<file path="src/rtl/multicycle_ctrl_pkg.sv">
// Shared definitions for the multicycle controller: opcodes, FSM states and
// the datapath mux/ALU-op encodings driven by the controller.
package multicycle_ctrl_pkg;

  localparam logic [6:0] R_TYPE       = 7'b0110011;
  localparam logic [6:0] LW           = 7'b0000011;
  localparam logic [6:0] SW           = 7'b0100011;
  localparam logic [6:0] BR           = 7'b1100011;
  localparam logic [6:0] INT_IMED_REG = 7'b0010011;

  localparam logic [2:0] F3_BEQ = 3'b000;
  localparam logic [2:0] F3_BNE = 3'b001;

  typedef enum logic [3:0] {
    S_FETCH,
    S_DECODE,
    S_MEMADDR,
    S_MEMREAD,
    S_MEMWB,
    S_MEMWRITE,
    S_EXECR,
    S_EXECI,
    S_ALUWB,
    S_BRANCH,
    S_TRAP
  } state_t;

  typedef enum logic [1:0] {
    SRCA_PC    = 2'b00,
    SRCA_OLDPC = 2'b01,
    SRCA_REGA  = 2'b10
  } alu_src_a_t;

  typedef enum logic [1:0] {
    SRCB_REGB = 2'b00,
    SRCB_IMM  = 2'b01,
    SRCB_FOUR = 2'b10
  } alu_src_b_t;

  typedef enum logic [1:0] {
    ALUOP_ADD    = 2'b00,
    ALUOP_BRANCH = 2'b01,
    ALUOP_FUNCT  = 2'b10
  } alu_op_t;

endpackage

</file>
<file path="src/rtl/multicycle_ctrl.sv">
// Multicycle RISC-V style main controller: one state register and a
// combinational next-state/output decoder. ALU-function decode lives elsewhere.
//
// state      | meaning
// FETCH      | read instruction at PC, PC+4 written when memory answers
// DECODE     | branch target (OldPC+imm) into ALUOut, dispatch on opcode
// MEMADDR    | RegA+imm effective address
// MEMREAD    | load access, wait for MemReady
// MEMWB      | write load data to register file, retire
// MEMWRITE   | store access, retire when memory answers
// EXECR      | RegA op RegB
// EXECI      | RegA op imm
// ALUWB      | write ALU result to register file, retire
// BRANCH     | compare, conditionally load PC from ALUOut, retire
// TRAP       | illegal instruction, held until reset
module multicycle_ctrl
  import multicycle_ctrl_pkg::*;
(
  input  logic       clk,
  input  logic       reset,
  input  logic [6:0] Opcode,
  input  logic [2:0] Funct3,
  input  logic       Zero,
  input  logic       MemReady,
  output logic       MemReq,
  output logic       MemWrite,
  output logic       IorD,
  output logic       IRWrite,
  output logic       PCWrite,
  output logic       PCSrc,
  output logic [1:0] ALUSrcA,
  output logic [1:0] ALUSrcB,
  output logic [1:0] ALUOp,
  output logic       RegWrite,
  output logic       MemtoReg,
  output logic       InstrDone,
  output logic       Illegal
);

  state_t state, state_next;

  always_ff @(posedge clk) begin
    if (reset) state <= S_FETCH;
    else       state <= state_next;
  end

  always_comb begin
    state_next = state;
    MemReq     = 1'b0;
    MemWrite   = 1'b0;
    IorD       = 1'b0;
    IRWrite    = 1'b0;
    PCWrite    = 1'b0;
    PCSrc      = 1'b0;
    ALUSrcA    = SRCA_PC;
    ALUSrcB    = SRCB_REGB;
    ALUOp      = ALUOP_ADD;
    RegWrite   = 1'b0;
    MemtoReg   = 1'b0;
    InstrDone  = 1'b0;
    Illegal    = 1'b0;

    case (state)
      S_FETCH: begin
        MemReq  = 1'b1;
        ALUSrcB = SRCB_FOUR;
        IRWrite = MemReady;
        PCWrite = MemReady;
        if (MemReady) state_next = S_DECODE;
      end
      S_DECODE: begin
        ALUSrcA = SRCA_OLDPC;
        ALUSrcB = SRCB_IMM;
        case (Opcode)
          LW, SW:       state_next = S_MEMADDR;
          R_TYPE:       state_next = S_EXECR;
          INT_IMED_REG: state_next = S_EXECI;
          BR:           state_next = S_BRANCH;
          default:      state_next = S_TRAP;
        endcase
      end
      S_MEMADDR: begin
        ALUSrcA    = SRCA_REGA;
        ALUSrcB    = SRCB_IMM;
        state_next = (Opcode == LW) ? S_MEMREAD : S_MEMWRITE;
      end
      S_MEMREAD: begin
        MemReq = 1'b1;
        IorD   = 1'b1;
        if (MemReady) state_next = S_MEMWB;
      end
      S_MEMWB: begin
        RegWrite   = 1'b1;
        MemtoReg   = 1'b1;
        InstrDone  = 1'b1;
        state_next = S_FETCH;
      end
      S_MEMWRITE: begin
        MemReq   = 1'b1;
        MemWrite = 1'b1;
        IorD     = 1'b1;
        if (MemReady) begin
          InstrDone  = 1'b1;
          state_next = S_FETCH;
        end
      end
      S_EXECR: begin
        ALUSrcA    = SRCA_REGA;
        ALUSrcB    = SRCB_REGB;
        ALUOp      = ALUOP_FUNCT;
        state_next = S_ALUWB;
      end
      S_EXECI: begin
        ALUSrcA    = SRCA_REGA;
        ALUSrcB    = SRCB_IMM;
        ALUOp      = ALUOP_FUNCT;
        state_next = S_ALUWB;
      end
      S_ALUWB: begin
        RegWrite   = 1'b1;
        InstrDone  = 1'b1;
        state_next = S_FETCH;
      end
      S_BRANCH: begin
        ALUSrcA = SRCA_REGA;
        ALUSrcB = SRCB_REGB;
        ALUOp   = ALUOP_BRANCH;
        PCSrc   = 1'b1;
        // Unsupported compare kinds trap without touching PC or retiring
        case (Funct3)
          F3_BEQ: begin
            PCWrite    = Zero;
            InstrDone  = 1'b1;
            state_next = S_FETCH;
          end
          F3_BNE: begin
            PCWrite    = ~Zero;
            InstrDone  = 1'b1;
            state_next = S_FETCH;
          end
          default: state_next = S_TRAP;
        endcase
      end
      S_TRAP: begin
        Illegal = 1'b1;
      end
      default: state_next = S_FETCH;
    endcase

    // Reset abandons any in-flight request and suppresses all strobes
    if (reset) begin
      MemReq    = 1'b0;
      MemWrite  = 1'b0;
      IorD      = 1'b0;
      IRWrite   = 1'b0;
      PCWrite   = 1'b0;
      PCSrc     = 1'b0;
      ALUSrcA   = 2'b00;
      ALUSrcB   = 2'b00;
      ALUOp     = 2'b00;
      RegWrite  = 1'b0;
      MemtoReg  = 1'b0;
      InstrDone = 1'b0;
      Illegal   = 1'b0;
    end
  end

endmodule

</file>
<file path="config.mk">
export PLATFORM = sky130hd
export DESIGN_NAME = multicycle_ctrl
export DESIGN_NICKNAME = d
export VERILOG_FILES = /design/src/rtl/multicycle_ctrl_pkg.sv /design/src/rtl/multicycle_ctrl.sv
export SDC_FILE = /design/constraint.sdc
export NUM_CORES = 1
export LEC_CHECK = 0
export ABC_AREA = 1
export BUFFER_PORTS_ARGS = -buffer_cell sky130_fd_sc_hd__clkbuf_2
export CELL_PAD_IN_SITES_DETAIL_PLACEMENT = 0
export CELL_PAD_IN_SITES_GLOBAL_PLACEMENT = 2
export CORE_MARGIN = 10
export CORE_UTILIZATION = 18
export CTS_CLUSTER_DIAMETER = 50
export DETAILED_ROUTE_END_ITERATION = 10
export PLACE_DENSITY = 0.77
export SETUP_SLACK_MARGIN = 0.2
export SYNTH_ARGS = -nofsm -noshare
export SYNTH_HDL_FRONTEND = slang
export SYNTH_SLANG_ARGS = --single-unit
</file>
<file path="constraint.sdc">
create_clock -name clk -period 1.4 [get_ports clk]
set_input_delay 0.28 -clock clk [delete_from_list [all_inputs] [get_ports clk]]
set_output_delay 0.28 -clock clk [all_outputs]
set_load 0.1 [all_outputs]
</file>
---- Yosys cells after proc, flatten, opt, wreduce, memory -nomap -nowiden ----
Index checks and enable logic that the tools add are counted.
cells by class
  add/sub/neg operators ................... 0
  $mul .................................... 0
  div/mod/pow operators ................... 0
  $lt $le $gt $ge ......................... 0
  equal/unequal tests ..................... 19
  shifts and indexed selects .............. 0
  mux-type cells .......................... 36
  bitwise gates (word level) .............. 2
  reduce and logical (&&, ||, !) cells .... 11
operators with widths
  operator              count
  $pmux W4 S8           1
  $mux W1               20
  $eq A4 B3 Y1 const B  4
  $mux W4               4
  $pmux W4 S4           1
  $eq A7 B6 Y1 const B  2
  $eq A4 B4 Y1 const B  3
  $pmux W2 S2           3
  $reduce_or A2 Y1      5
  $eq A4 B2 Y1 const B  2
  $eq A7 B2 Y1 const B  1
  $eq A7 B5 Y1 const B  1
  $eq A7 B7 Y1 const B  1
  $mux W2               3
  $ne A2 B2 Y1 const B  3
  $reduce_or A3 Y1      2
  $eq A4 B1 Y1 const B  1
  $logic_not A4 Y1      1
  $pmux W1 S2           2
  $reduce_and A4 Y1     1
  $reduce_or A4 Y1      1
  $eq A3 B1 Y1 const B  1
  $logic_not A3 Y1      1
  $mux W3               1
  other kinds (2)       3
word-level totals
  register bits ........................... 4
  bits in latches ......................... 0
  bits in writable memories ............... 0
  bits in read-only memories .............. 0
  output and inout bits ................... 16
  logic and storage cells ................. 69
  memories ................................ 0

---- Longest topological paths before layout ----
  depth in word-level cells ............... 5
  gate-level depth with buffers ........... 8
  depth with buffers taken out ............ 8

---- Least setup slack after synthesis ----
Ideal clock, no wire load.
  path kind ............................... register to output
  start point ............................. reg state[0]
  end point ............................... out PCWrite
  data arrival time ....................... 3.866 ns
  data required time ...................... 1.120 ns
  path slack .............................. -2.746 ns
  stages on the path, launching flop included .. 5
  cells stage by stage .................... dfxtp_1 > nand2_1 > nor4_2 > nand2_1 > o21ai_1
between the ends
  word-level cells in the longest chain between the ends .. 3
  elaborated cells on any way between the ends .. 4
  those cells by class .................... eq/ne: 1; mux: 2; reduce/logical: 1
RTL lines
  element                                           RTL line                source
  start: declaration                                multicycle_ctrl.sv:40   state_t state, state_next;
  start signal: assignment                          multicycle_ctrl.sv:44   else state <= state_next;
  $eq A4 B4 Y1 or $logic_not A4 Y1 (tied branches)  multicycle_ctrl.sv:63   case (state)
  $pmux W1 S2 (*)                                   multicycle_ctrl.sv:63
  $mux W1 (*)                                       multicycle_ctrl.sv:151  if (reset) begin
  end: declaration                                  multicycle_ctrl.sv:29   output logic PCWrite,
Mark *: on every way between the ends. The rest lies on a longest branch, timed or not.

---- Final worst setup path ----
  start point ............................. reg state[2]
  end point ............................... out InstrDone
between the ends
  word-level cells in the longest chain between the ends .. 4
  elaborated cells on any way between the ends .. 7
  those cells by class .................... eq/ne: 4; mux: 2; reduce/logical: 1
RTL lines
  element                                       RTL line                source
  $eq A4 B4 Y1 or $eq A4 B3 Y1 (tied branches)  multicycle_ctrl.sv:63
  $reduce_or A2 Y1 (no line)                    -
  $pmux W1 S3 (*)                               multicycle_ctrl.sv:63
  $mux W1 (*)                                   multicycle_ctrl.sv:151
  end: declaration                              multicycle_ctrl.sv:36   output logic InstrDone,
Marks and branches as above.

==> summary.log <==
INFO  clock_network  cts_buffers=3
INFO  die            floorplan.initialDensity=0.188
INFO  sta            worst_slack=-349ps
INFO  place          placed_wire_length_estimate_after_detailed_placement=1.99mm
INFO  grt            grt_start_max_net_pins=10
INFO  sta            fmaxAchievable=572MHz
INFO  route          ant_nets=0
INFO  worst_setup_path critical_path.max_fanout=5
INFO  route          drt_iter0_markers=15
INFO  status         run_status=complete, but fails checks
INFO  place          io_buffers=29
INFO  die            io-pin-count=30
INFO  layout         top_regs=state x4
INFO  synthesis      syn-cell-area=524µm²
INFO  grt            grt_overall_usage=0.0939
INFO  synthesis      synth_cell_types=20
INFO  layout         largest_register_ffs=4
INFO  clock_network  path_clk_slew=40ps
INFO  layout         finish.net_count=176
INFO  power_and_ir_drop total_leakage_power=0.701nW
INFO  route          first_pass_iters=4
INFO  layout         num_antenna_cells=0
INFO  die            floorplan.core_area=2780µm²
INFO  sta            min_period=1750ps
INFO  worst_setup_path critPathMostFrequentCell=sky130_fd_sc_hd__nor2_4
INFO  power_and_ir_drop power.density=1850nW/µm²
INFO  route          remaining_drc_errors=0
INFO  synthesis      synthAdderAreaFrac=0
INFO  worst_setup_path worst_endpoint_data_arrival_time=1470ps
INFO  route          wirelength=2.51mm
INFO  synthesis      synth_nets=117
INFO  layout         layout-drive-gt1-share=0.713
INFO  synthesis      synthesis.instances=103
INFO  status         failed_checks=negative setup slack
INFO  place          routabilityCongestion=0.817
INFO  sta            finalHoldViolCount=0
INFO  die            fp-row-count=19
INFO  grt            first_global_vias=892
INFO  synthesis      synth_xor_area_frac=0.0167
INFO  worst_setup_path critical_path.max_stage_delay=390ps
INFO  clock_network  clock_path_buffers=2
INFO  worst_setup_path worstSetupEndpointType=primary output
INFO  route          via_count=845
INFO  place          cell_area_reported_after_detailed_placement=1270µm²
INFO  sta            finalClockSkew=4.15ps
INFO  sta            slew_viol_final=0
INFO  synthesis      postSynthRegisterBits=4
INFO  sta            slew_headroom=0.799
INFO  synthesis      synthMuxAreaShare=0
INFO  synthesis      combinational_family_with_the_most_area_after_synthesis=simple AND/OR/NAND/NOR gates
INFO  route          wl_per_cell=13.2µm
INFO  clock_network  ctsHoldBuffers=0
INFO  synthesis      post_synth.cell_area_avg=5.09µm²
INFO  power_and_ir_drop irDropWorstVdd=1180µV
INFO  clock_network  clk_root_buffer_cell=sky130_fd_sc_hd__clkbuf_4
INFO  die            die_width=74.0µm
INFO  die            floorplan.die_area=5470µm²
INFO  synthesis      synth_compound_gate_area_share=0.155
INFO  worst_setup_path critical_path.cell_chain=buf_4 -> nor2_4 -> o21ai_2 -> nor2_4 -> a31oi_1 -> nand2_2 -> buf_12
INFO  power_and_ir_drop design_power_total=2.78mW
INFO  grt            grt_first_pass_wirelength=4.15mm
INFO  sta            rsz0062_at_grt=yes
INFO  layout         syn_to_final_growth=187%
INFO  flow_run       max-cap-violations=0
INFO  synthesis      yosysWarnings=0
INFO  layout         postLayoutCellArea=1510µm²
INFO  route          viasPerCell=4.42
INFO  layout         largest-register=state
INFO  sta            post-route-period-util=1.25
INFO  die            chipHeight=74.0µm
INFO  worst_setup_path crit_slowest_cell=sky130_fd_sc_hd__dfxtp_4
INFO  sta            setup_violations_final=18
INFO  layout         fin_util=0.541
INFO  clock_network  worstSkewPairLatency=240ps
INFO  hold_path      worstHoldPathType=input pin to flop
INFO  sta            tightest_slew=299ps
INFO  clock_network  cts_htree_levels=1
INFO  worst_setup_path startpoint_type=flop
INFO  synthesis      seq_total_area_yosys=0.153
INFO  clock_network  cts_tree=done
INFO  worst_setup_path cp_data_required_time=1120ps
INFO  place          detailedPlace.worstSlack=-106ps
INFO  synthesis      synth_simple_gate_area_share=0.511
INFO  grt            grt_antenna_before_repair=0
INFO  grt            grt_overflow=0
INFO  clock_network  clkSinkCount=4
INFO  worst_setup_path timing_worst_setup_path_type=flop to primary output
-- repair_timing --
action / 4_1_cts / 5_1_grt
setup endpoints to repair: 20 / 20
pin swaps: 18 / 11
hold endpoints to repair: 0 / 0
buffers inserted: 5 / 3
resized for setup: 24 / 14
-- cell usage after synthesis --
library cell / count / area share
sky130_fd_sc_hd__o21ai_0: 7 / 0.067
sky130_fd_sc_hd__nor3_1: 2 / 0.019
sky130_fd_sc_hd__dfxtp_1: 4 / 0.15
sky130_fd_sc_hd__clkbuf_1: 1 / 0.0072
sky130_fd_sc_hd__nand3_1: 6 / 0.057
sky130_fd_sc_hd__buf_4: 1 / 0.014
sky130_fd_sc_hd__nor4_1: 1 / 0.012
sky130_fd_sc_hd__nand2_1: 25 / 0.18
sky130_fd_sc_hd__a21oi_1: 4 / 0.038
sky130_fd_sc_hd__xnor2_1: 1 / 0.017
sky130_fd_sc_hd__nand4_1: 1 / 0.012
sky130_fd_sc_hd__inv_1: 19 / 0.14
sky130_fd_sc_hd__nand2_2: 2 / 0.024
sky130_fd_sc_hd__o21ai_1: 1 / 0.0095
sky130_fd_sc_hd__a31oi_1: 2 / 0.024
sky130_fd_sc_hd__o21ai_2: 1 / 0.017
sky130_fd_sc_hd__nor2_1: 19 / 0.14
sky130_fd_sc_hd__nor2_2: 4 / 0.048
sky130_fd_sc_hd__inv_2: 1 / 0.0072
sky130_fd_sc_hd__nor4_2: 1 / 0.024
-- routing by layer --
metal | wire, µm | vias up | part of all wire | global-route usage
met5 | 0 | - | 0 | 0
met3 | 107 | 0 | 0.043 | 0.0359
met1 | 933 | 393 | 0.37 | 0.103
met4 | 0 | 0 | 0 | 0
met2 | 1470 | 13 | 0.59 | 0.176
li1 | - | 439 | - | -
-- cell families after synthesis --
family,count (synthesis)
and+or+nand+nor,61
buffers and inverters,22
DFF,4
xor gates and xnor gates,1
AOI/OAI and AO/OA,15
-- power by group --
group	total, mW	internal, mW	switching [mW]	leakage [nW]
sequential	0.251	0.171	0.0802	0.0356
clock	0.143	0.0959	0.0475	0.0138
combinational	2.39	1.02	1.37	0.652
total	2.78	1.28	1.50	0.701
-- final timing paths --
| check | startpoint | endpoint | slack (ps) | cells past startpoint |
|---|---|---|---|---|
| max | state[2]$_SDFFE_PP0P_ | InstrDone | -350 | 7 |
| min | Opcode[6] | state[3]$_SDFFE_PP0P_ | 440 | 5 |
| max reg2reg | state[2]$_SDFFE_PP0P_ | state[2]$_SDFFE_PP0P_ | -100 | 9 |
| min reg2reg | state[0]$_SDFFE_PP0P_ | state[0]$_SDFFE_PP0P_ | 550 | 2 |
-- area by class of cell --
class	instances	area (µm²)
Timing Repair Buffer	56	651
Fill cell	275	1280
Inverter	20	97.6
Sequential cell	4	95.1
Clock buffer	3	22.5
Tap cell	31	38.8
Multi-Input combinational cell	77	601
-- stage by stage --
| stage | setup TNS [ps] | instances | hold WS (ps) |
|---|---|---|---|
| final | -4300 | 191 | 440 |
| after global routing | -5260 | 191 | 507 |
| after CTS | -4450 | 188 | 449 |
| after detailed placement | -463 | 180 | 538 |
| after global placement | -332 | 180 | 534 |
| after floorplan | -6490 | 103 | 443 |
-- worst max-delay path: cells and delay by family, from the launching register on --
kind	cells	cell delay, ps
AO/OA/AOI/OAI	2	350
flip-flops	1	390
buffers and inverters	2	310
AND/OR/NAND/NOR	3	190
-- placed cells by master (no fill, tap or decap), types with 2 or more instances in the layout --
master	netlist	routed
sky130_fd_sc_hd__o21ai_2	1	5
sky130_fd_sc_hd__clkbuf_2	0	13
sky130_fd_sc_hd__nor2_4	0	11
sky130_fd_sc_hd__a21oi_2	0	2
sky130_fd_sc_hd__inv_2	1	6
sky130_fd_sc_hd__clkbuf_4	0	3
sky130_fd_sc_hd__buf_12	0	18
sky130_fd_sc_hd__buf_4	1	15
sky130_fd_sc_hd__dfxtp_4	0	4
sky130_fd_sc_hd__nand2_2	2	4
sky130_fd_sc_hd__inv_4	0	2
sky130_fd_sc_hd__nand3_1	6	4
sky130_fd_sc_hd__o21ai_0	7	2
sky130_fd_sc_hd__nand3_2	0	2
sky130_fd_sc_hd__buf_6	0	10
sky130_fd_sc_hd__nor2_2	4	4
sky130_fd_sc_hd__o21ai_4	0	2
sky130_fd_sc_hd__nand2_1	25	17
sky130_fd_sc_hd__inv_1	19	10
sky130_fd_sc_hd__nor2_1	19	8
sky130_fd_sc_hd__nand2_4	0	5
(Power assumes the default switching activity.)
